--- src/rtl/gcd_pkg.sv ---
// rtl/gcd_pkg.sv - shared types and constants for the gcd core initiator
package gcd_pkg;

    localparam int DEFAULT_W       = 8;
    localparam int DEFAULT_DEPTH   = 4;
    localparam int DEFAULT_TIMEOUT = 1023;
    localparam int DONE_CNT_W      = 16;

    typedef enum logic [1:0] {
        ST_IDLE  = 2'd0,
        ST_ISSUE = 2'd1,
        ST_WAIT  = 2'd2,
        ST_FETCH = 2'd3
    } gcd_state_t;

    // Width needed for a counter that must be able to hold the value TIMEOUT itself
    function automatic int timeout_cnt_width(input int timeout);
        return $clog2(timeout + 1);
    endfunction

endpackage

--- src/rtl/gcd_req_fifo.sv ---
// rtl/gcd_req_fifo.sv - synchronous request FIFO holding operand pairs
module gcd_req_fifo #(
    parameter int DW    = 16,
    parameter int DEPTH = 4
) (
    input  logic                     clk,
    input  logic                     rst,
    input  logic                     push,
    input  logic [DW-1:0]            push_data,
    input  logic                     pop,
    output logic [DW-1:0]            pop_data,
    output logic                     full,
    output logic                     empty,
    output logic [$clog2(DEPTH):0]   count
);

    localparam int AW = $clog2(DEPTH);

    logic [DW-1:0] mem_q [DEPTH];
    logic [AW:0]   wr_ptr_q, wr_ptr_d;
    logic [AW:0]   rd_ptr_q, rd_ptr_d;
    logic          do_push, do_pop;

    // Pointers carry one extra wrap bit so full and empty are distinguishable
    assign count    = wr_ptr_q - rd_ptr_q;
    assign full     = (count == (AW+1)'(DEPTH));
    assign empty    = (count == '0);
    // A push while full is dropped even if a pop happens in the same cycle
    assign do_push  = push && !full;
    assign do_pop   = pop && !empty;
    assign pop_data = mem_q[rd_ptr_q[AW-1:0]];

    // Next pointer values
    always_comb begin
        wr_ptr_d = wr_ptr_q + (AW+1)'(do_push);
        rd_ptr_d = rd_ptr_q + (AW+1)'(do_pop);
    end

    // Pointer registers; reset empties the FIFO
    always_ff @(posedge clk) begin
        if (rst) begin
            wr_ptr_q <= '0;
            rd_ptr_q <= '0;
        end else begin
            wr_ptr_q <= wr_ptr_d;
            rd_ptr_q <= rd_ptr_d;
        end
    end

    // Storage; contents need no reset because the pointers gate every read
    always_ff @(posedge clk) begin
        if (do_push) begin
            mem_q[wr_ptr_q[AW-1:0]] <= push_data;
        end
    end

endmodule

--- src/rtl/gcd_driver.sv ---
// rtl/gcd_driver.sv - initiator that feeds queued operand pairs to one gcd core
module gcd_driver
    import gcd_pkg::*;
#(
    parameter int W          = DEFAULT_W,
    parameter int FIFO_DEPTH = DEFAULT_DEPTH,
    parameter int TIMEOUT    = DEFAULT_TIMEOUT
) (
    input  logic                  clk,
    input  logic                  rst,
    input  logic                  in_valid,
    output logic                  in_ready,
    input  logic [W-1:0]          in_a,
    input  logic [W-1:0]          in_b,
    output logic                  out_valid,
    input  logic                  out_ready,
    output logic [W-1:0]          out_res,
    output logic                  out_err,
    output logic [W-1:0]          gcd_a,
    output logic [W-1:0]          gcd_b,
    output logic                  gcd_start,
    input  logic                  gcd_res_rdy,
    input  logic [W-1:0]          gcd_res,
    output logic                  gcd_res_fetch,
    output logic                  busy,
    output logic [DONE_CNT_W-1:0] done_cnt
);

    localparam int CW  = timeout_cnt_width(TIMEOUT);
    localparam int FAW = $clog2(FIFO_DEPTH);

    gcd_state_t            state_q, state_d;
    logic [CW-1:0]         tcnt_q, tcnt_d;
    logic                  out_valid_q, out_valid_d;
    logic [W-1:0]          out_res_q, out_res_d;
    logic                  out_err_q, out_err_d;
    logic [W-1:0]          gcd_a_q, gcd_a_d;
    logic [W-1:0]          gcd_b_q, gcd_b_d;
    logic                  gcd_start_q, gcd_start_d;
    logic                  gcd_res_fetch_q, gcd_res_fetch_d;
    logic                  busy_q, busy_d;
    logic [DONE_CNT_W-1:0] done_cnt_q, done_cnt_d;

    logic                  in_push;
    logic                  fifo_pop;
    logic [2*W-1:0]        fifo_data;
    logic                  fifo_full, fifo_empty;
    logic [FAW:0]          fifo_count, fifo_count_nxt;
    logic [W-1:0]          fifo_a, fifo_b;

    assign in_ready = !fifo_full;
    assign in_push  = in_valid && in_ready;
    assign fifo_a   = fifo_data[2*W-1:W];
    assign fifo_b   = fifo_data[W-1:0];

    gcd_req_fifo #(
        .DW    (2*W),
        .DEPTH (FIFO_DEPTH)
    ) u_req_fifo (
        .clk       (clk),
        .rst       (rst),
        .push      (in_push),
        .push_data ({in_a, in_b}),
        .pop       (fifo_pop),
        .pop_data  (fifo_data),
        .full      (fifo_full),
        .empty     (fifo_empty),
        .count     (fifo_count)
    );

    // Job sequencing, timeout, output slot and done counter next-state logic
    always_comb begin
        state_d         = state_q;
        tcnt_d          = tcnt_q;
        out_valid_d     = out_valid_q;
        out_res_d       = out_res_q;
        out_err_d       = out_err_q;
        gcd_a_d         = gcd_a_q;
        gcd_b_d         = gcd_b_q;
        gcd_start_d     = 1'b0;
        gcd_res_fetch_d = 1'b0;
        done_cnt_d      = done_cnt_q;
        fifo_pop        = 1'b0;

        if (out_valid_q && out_ready) begin
            out_valid_d = 1'b0;
            done_cnt_d  = done_cnt_q + DONE_CNT_W'(1);
        end

        case (state_q)
            ST_IDLE: begin
                // Only dispatch when the slot is free, so results stay in push order,
                // and the core has dropped any previous result
                if (!fifo_empty && !out_valid_q && !gcd_res_rdy) begin
                    fifo_pop = 1'b1;
                    if (fifo_a == '0 || fifo_b == '0) begin
                        out_res_d   = fifo_a | fifo_b;
                        out_err_d   = 1'b0;
                        out_valid_d = 1'b1;
                    end else begin
                        gcd_a_d     = fifo_a;
                        gcd_b_d     = fifo_b;
                        gcd_start_d = 1'b1;
                        state_d     = ST_ISSUE;
                    end
                end
            end
            ST_ISSUE: begin
                tcnt_d  = '0;
                state_d = ST_WAIT;
            end
            ST_WAIT: begin
                if (gcd_res_rdy) begin
                    out_res_d       = gcd_res;
                    out_err_d       = 1'b0;
                    out_valid_d     = 1'b1;
                    gcd_res_fetch_d = 1'b1;
                    state_d         = ST_FETCH;
                end else if (tcnt_q == CW'(TIMEOUT)) begin
                    out_res_d       = '0;
                    out_err_d       = 1'b1;
                    out_valid_d     = 1'b1;
                    gcd_res_fetch_d = 1'b1;
                    state_d         = ST_FETCH;
                end else begin
                    tcnt_d = tcnt_q + CW'(1);
                end
            end
            ST_FETCH: begin
                state_d = ST_IDLE;
            end
            default: begin
                state_d = ST_IDLE;
            end
        endcase

        fifo_count_nxt = fifo_count + (FAW+1)'(in_push) - (FAW+1)'(fifo_pop);
        busy_d         = (state_d != ST_IDLE) || (fifo_count_nxt != '0);
    end

    // State and registered outputs; reset also abandons any job in flight
    always_ff @(posedge clk) begin
        if (rst) begin
            state_q         <= ST_IDLE;
            tcnt_q          <= '0;
            out_valid_q     <= 1'b0;
            out_res_q       <= '0;
            out_err_q       <= 1'b0;
            gcd_a_q         <= '0;
            gcd_b_q         <= '0;
            gcd_start_q     <= 1'b0;
            gcd_res_fetch_q <= 1'b0;
            busy_q          <= 1'b0;
            done_cnt_q      <= '0;
        end else begin
            state_q         <= state_d;
            tcnt_q          <= tcnt_d;
            out_valid_q     <= out_valid_d;
            out_res_q       <= out_res_d;
            out_err_q       <= out_err_d;
            gcd_a_q         <= gcd_a_d;
            gcd_b_q         <= gcd_b_d;
            gcd_start_q     <= gcd_start_d;
            gcd_res_fetch_q <= gcd_res_fetch_d;
            busy_q          <= busy_d;
            done_cnt_q      <= done_cnt_d;
        end
    end

    assign out_valid     = out_valid_q;
    assign out_res       = out_res_q;
    assign out_err       = out_err_q;
    assign gcd_a         = gcd_a_q;
    assign gcd_b         = gcd_b_q;
    assign gcd_start     = gcd_start_q;
    assign gcd_res_fetch = gcd_res_fetch_q;
    assign busy          = busy_q;
    assign done_cnt      = done_cnt_q;

endmodule

--- config.mk ---
export PLATFORM = sky130hd
export DESIGN_NAME = gcd_driver
export DESIGN_NICKNAME = d
export VERILOG_FILES = /design/src/rtl/gcd_pkg.sv /design/src/rtl/gcd_req_fifo.sv /design/src/rtl/gcd_driver.sv
export SDC_FILE = /design/constraint.sdc
export NUM_CORES = 1
export LEC_CHECK = 0
export ABC_CLOCK_PERIOD_IN_PS = 6010
export BUFFER_PORTS_ARGS = -buffer_cell sky130_fd_sc_hd__clkbuf_2
export CAP_MARGIN = 10
export CORE_ASPECT_RATIO = 0.8
export CORE_MARGIN = 10
export CORE_UTILIZATION = 62
export CTS_CLUSTER_DIAMETER = 30
export DETAILED_ROUTE_END_ITERATION = 12
export PLACE_DENSITY_LB_ADDON = 0.15
export SLEW_MARGIN = 0
export SYNTH_ARGS = -nofsm -noshare
export SYNTH_HDL_FRONTEND = slang
export SYNTH_SLANG_ARGS = --single-unit
--- constraint.sdc ---
create_clock -name clk -period 6.01 [get_ports clk]
set_clock_uncertainty 0.2 [all_clocks]
set_input_delay 0.601 -clock clk [delete_from_list [all_inputs] [get_ports clk]]
set_output_delay 0.601 -clock clk [all_outputs]
set_load 0.005 [all_outputs]
Word-level counts from Yosys, hierarchy flattened
Memory sizes are Yosys's and may differ from the RTL's. A register that Yosys moved wholly into a read port is not among the register bits. Cells that the tools add are included.

Bits in registers: 63. Bits in latches: 0. RAM bits: 64. Memory bits (read-only): 0. Bits of input ports: 29. Output and inout port bits: 46. Word-level logic and storage cells: 93. Memories: 1.

Memories: u_req_fifo.mem_q (depth 4, width 16, read ports 1, clocked after memory_dff 1, wr ports 1, RTL line gcd_req_fifo.sv:19) `logic [DW-1:0] mem_q [DEPTH];`.

$add $sub $neg: 7. Multiply operators: 0. Divide/modulo/power cells: 0. Magnitude comparators: 0. Equal/unequal tests: 10. Shifts and indexed selects: 0. Muxes and demuxes: 32. Bitwise gates (word level): 5. Reductions and logical operators: 25.

Operator list (count): $mux W8 (4); $mux W10 (2); $pmux W10 S2 (1); $add A16 B1 Y16 const B (1); $logic_not A8 Y1 (2); $mux W1 (16); $pmux W8 S2 (1); $add A10 B1 Y10 const B (1); $eq A10 B10 Y1 const B (1); $mux W2 (5); $add A3 B1 Y3 (3); $ne A2 B2 Y1 const B (4); $or A8 B8 Y8 (1); $pmux W2 S4 (1); $logic_and A1 B1 Y1 (6); $reduce_and A3 Y1 (2); $reduce_bool A2 Y1 (3); $eq A2 B2 Y1 const B (2); $logic_not A1 Y1 (4); $not A1 Y1 (4); $pmux W1 S2 (2); $reduce_and A4 Y1 (1); $eq A3 B3 Y1 const B (1); $logic_not A3 Y1 (1); 9 further kinds (10).

Logic depth before layout (Yosys ltp)
Word-level depth: 10. Depth in mapped cells: 15. Depth with buffers taken out: 14.

Cells and area by module
Synthesis repeated with hierarchy kept, for this count alone.

Cells, all modules: 434. Area, all modules: 5413.9 µm².

Modules (own cells, without submodules): gcd_driver (instances 1, cells each 312, area an instance 2731.4 µm², sequential area each 1141.1 µm²); gcd_req_fifo (instances 1, cells each 122, area an instance 2682.6 µm², sequential area each 2042.0 µm²).

Least setup slack after synthesis
OpenSTA, ideal clock, no wires.

Kind: flip-flop to flip-flop. From: reg u_req_fifo.wr_ptr_q[0]. To: reg busy_q, in the netlist busy. Library setup time: 133 ps. Arrival: 3239 ps. Required time: 5677 ps. Slack: 2438 ps. Stages on the path, launching flop included: 16. Path buffers: 1. Period minus slack after synthesis: 3572 ps. Cell sequence: dfxtp_1 inv_1 ha_1 fa_1 nand2_1 o21ai_1 buf_4 inv_1 ha_1 inv_1 ha_1 fa_1 xnor2_1 xnor2_1 nor4_1 a31oi_1.

Longest elaborated chain between the ends: 10. Elaborated cells between the ends (all ways): 17. Classes of those cells: add/sub (3); eq/ne (1); mux (4); reduce/logical (9).

Ends and longest elaborated chain: start, declared (RTL line gcd_req_fifo.sv:20) `logic [AW:0] wr_ptr_q, wr_ptr_d;`; start signal, assigned (RTL line gcd_req_fifo.sv:45) `wr_ptr_q <= wr_ptr_d;`; $sub A3 B3 Y3 (*) (RTL line gcd_req_fifo.sv:25) `assign count = wr_ptr_q - rd_ptr_q;`; branches (longest 8 deep; another with $add A3 B1 Y3); $logic_or A1 B1 Y1 (*) (RTL line gcd_driver.sv:138) `busy_d = (state_d != ST_IDLE) || (fifo_count_nxt != '0);`; end signal, assigned (RTL line gcd_driver.sv:165) `busy_q <= busy_d;`; end, declared (RTL line gcd_driver.sv:41) `logic busy_q, busy_d;`.

Every way passes the cells marked *. A chain may end at the register's enable or synchronous reset.

Final worst setup path
Same ends and word-level chain as after synthesis.

==> results_dict.tcl <==
set metrics [dict create \
    drive_gt1_share_pct 26.8 \
    finalHoldViolations 0 \
    dp_cells 672 \
    synthMuxAreaShare_pct 6.39 \
    fin_crit_sh_pct 60.4 \
    post-route-min-period_ns 3.63 \
    rows 31 \
    leakage_nw 2.66 \
    wl_um 15000 \
    ir_drop_mv 0.404 \
    synthCells 510 \
    slowest_delay_ns 0.61 \
    syn_to_final_growth_pct 17.4 \
    fin_cells 704 \
    multi_input_area_um2 2570 \
    die_w_um 130 \
    via_count 4677 \
    path_buf_inv 4 \
    synth.area.top_cells "edfxtp_1, dfxtp_1, mux4_2" \
    dp_slack_ns 2.39 \
    min_from "in_b[3]" \
    first_global_vias 4542 \
    finalSetupTns_ns 0 \
    status "completed" \
    powerDensity_nw_per_um2 445 \
    synth_top_family_by_area "simple AND/OR/NAND/NOR gates" \
    whs_ns 0.194 \
    synth_warnings 0 \
    synth_edf_count 64 \
    cp_top_family "adder cells" \
    synthXorXnorAreaFrac_pct 3.33 \
    regArea_um2 3180 \
    detailed_place_hpwl_um 10200 \
    avgSynthCellArea_um2 11.7 \
    hold_path_depth 1 \
    synth_compound_area_share_pct 13.0 \
    async_reset_ff_share_pct 0 \
    grt_overflow 0 \
    max_cap_violations 0 \
    syn-num-nets 553 \
    hp-class "input pin to flop" \
    cts_setup_buffers 0 \
    antenna_found_initial 0 \
    cts-root-buf "clkbuf_16" \
    htreeDepth 4 \
    grt_pass1_wl_um 24100 \
    num_antenna_cells 0 \
    slew_violations 0 \
    max_slew_margin_pct 21.4 \
    synth_ff_type "edfxtp_1" \
    cts_buffers 17 \
    cts_resized 0 \
    setup_violations 0 \
    r2r-start "u_req_fifo.wr_ptr_q[0]" \
    fillers 599 \
    wl_per_cell_um 21.3 \
    clockBufferDepth 2 \
    remaining_drc_errors 0 \
    slowest_stage "fa_1" \
    grt_usage_pct 22.3 \
    crit_fanout 18 \
    tightest_slew_ns 1.18 \
    cp-end-kind "flop" \
    start_util_pct 64.7 \
    syn_area_um2 5970 \
    path_clk_slew_ns 0.06 \
    die_h_um 108 \
    worstPathArrival_ns 3.72 \
    cp-start-kind "flop" \
    ant_nets 0 \
    via_per_inst 6.64 \
    post-synth-top-area-cell "edfxtp_1" \
    synth_fa_ha_area_share_pct 3.19 \
    cts_tree "done" \
    fin_ws_ns 2.38 \
    rrSetupSlack_ns 2.38 \
    worst_skew_pair.late_latency_ns 0.42 \
    ctsHoldBuffers 0 \
    clock.fmax_mhz 275 \
    drt_iter0_drc 508 \
    hold_path_end "u_req_fifo.mem_q[1][3]" \
    layout.nets 619 \
    grt_max_degree 58 \
    r2r_end "busy" \
    cts_sinks 127 \
    seq_area_frac_synth_pct 53.3 \
    die-area_um2 14000 \
    coreArea_um2 9230 \
    ys_ff_latch 127 \
    synth-simple-area-share_pct 16.7 \
    portBuffers 74 \
    io_pins 75 \
    firstDrtPassIters 5 \
    worstPathCellList "inv_1 -> ha_1 -> fa_1 -> nand2_1 -> o21ai_1 -> buf_4 -> inv_1 -> ha_1 -> inv_1 -> ha_1 -> fa_1 -> xnor2_1 -> xnor2_1 -> nor4_1 -> a31oi_1" \
    reg2regPathDepth 15 \
    critical_path_class "flop to flop" \
    synth_top_area_share_pct 32.2 \
    rsz0062_at_grt "false" \
    gp_congestion 0.915 \
    required_ns 6.10 \
    synth_cell_types 52 \
]
-- worst register-to-register path: cells and delay by family (launching register included) --
| kind | cells | cell delay [ns] |
|---|---|---|
| adders and majority gates | 5 | 1.64 |
| buffers and inverters | 4 | 0.47 |
| DFF | 1 | 0.40 |
| xor gates and xnor gates | 2 | 0.29 |
| and+or+nand+nor | 2 | 0.26 |
| AOI/OAI and AO/OA | 2 | 0.23 |
-- cell usage after synthesis, drive strengths merged, types with 2 or more instances --
library cell  number
ha                12
a21oi             27
a2111oi            2
or4                8
a32oi              8
nand2b             2
o211a              8
nor4               7
nor3               5
and2               4
o211ai             3
o21ai             12
and3              12
or3               14
nand3b             8
nand3              8
o311ai             9
fa                 2
clkbuf            21
edfxtp            64
nor2              26
xor2               7
buf               14
inv               15
nand4             20
a31oi             12
a211oi             9
dfxtp             63
mux4              16
or3b              16
o31ai             16
xnor2             13
and4               3
nor2b             10
nand2             25
-- cells by family (layout without fill, tap and decap cells) --
group / Yosys count / after routing
fa+ha+maj: 14 / 14
mux: 18 / 18
buf+inv: 50 / 129
simple gates: 170 / 170
xor+xnor: 21 / 21
compound gates: 110 / 110
flops: 127 / 127
-- worst max path at each step --
stage | from | to | slack [ns] | depth (start not counted)
finish | u_req_fifo.wr_ptr_q[0] | busy | 2.38 | 15
global route | u_req_fifo.wr_ptr_q[0] | busy | 2.11 | 15
CTS | u_req_fifo.wr_ptr_q[0] | busy | 2.38 | 15
detailed placement | u_req_fifo.wr_ptr_q[0] | busy | 2.39 | 15
global placement | u_req_fifo.wr_ptr_q[0] | busy | 2.52 | 15
floorplan | u_req_fifo.wr_ptr_q[0] | busy | 2.44 | 15
-- stage by stage --
stage | power, mW | util (%) | instance area [um2]
5_1_grt | 3.27 | 75.9 | 7010
3_5_place_dp | 2.03 | 69.1 | 6380
3_3_place_gp | 2.00 | 69.1 | 6380
2_1_floorplan | 1.74 | - | 5970
6_report | 3.11 | 75.9 | 7010
4_1_cts | 3.11 | 75.9 | 7010
-- final cells by class --
cell class,count,share of cell area (%)
flip-flops and latches,127,45.4
multi-input cells,333,36.7
repair buffers,82,6.14
clock buffers,17,6.07
clock inverters,15,2.84
well taps,115,2.05
inverters,15,0.804
-- placed cells by master (no fill, tap or decap), types with 3 or more instances in the layout --
master / instances
nand2_1: 25
nand3_1: 8
a21oi_2: 4
and4_1: 3
ha_1: 12
inv_1: 15
or3_1: 14
and2_1: 4
edfxtp_1: 64
a21oi_1: 23
mux4_2: 16
bufinv_16: 3
a32oi_1: 8
or4_1: 8
nand3b_1: 8
o31ai_1: 16
dfxtp_1: 63
xor2_1: 7
clkinv_4: 4
o21ai_1: 3
a31oi_1: 11
nand4_1: 20
buf_4: 8
nor4_1: 6
clkbuf_2: 74
o311ai_0: 8
nor2_1: 26
o21ai_0: 9
a211oi_1: 9
and3_1: 12
or3b_2: 16
clkbuf_16: 17
nor2b_1: 10
o211ai_1: 3
o211a_1: 8
inv_6: 5
xnor2_1: 13
nor3_2: 4
-- state kept, by name (all words and copies together) (netlist names) --
signal,flops
gcd_a,8
gcd_start,1
out_res,8
out_valid,1
gcd_res_fetch,1
u_req_fifo.rd_ptr_q,3
tcnt_q,10
u_req_fifo.mem_q,64
u_req_fifo.wr_ptr_q,3
out_err,1
busy,1
gcd_b,8
state_q,2
done_cnt,16
-- layer usage --
| layer | vias to the layer above | wire length (um) | track usage, % |
|---|---|---|---|
| li1 | 2128 | - | - |
| met1 | 2283 | 6210 | 28.2 |
| met2 | 234 | 7000 | 34.4 |
| met3 | 32 | 1530 | 8.81 |
| met4 | 0 | 279 | 7.29 |
| met5 | - | 0 | 0 |
-- power by group --
group	internal, mW	switching, mW	total [mW]	leakage, nW
Combinational	0.354	0.559	0.913	1.26
Clock	0.666	0.413	1.08	0.303
Sequential	1.05	0.0758	1.12	1.10
Total	2.07	1.05	3.11	2.66
No activity file was read; power rests on OpenSTA's default activity.
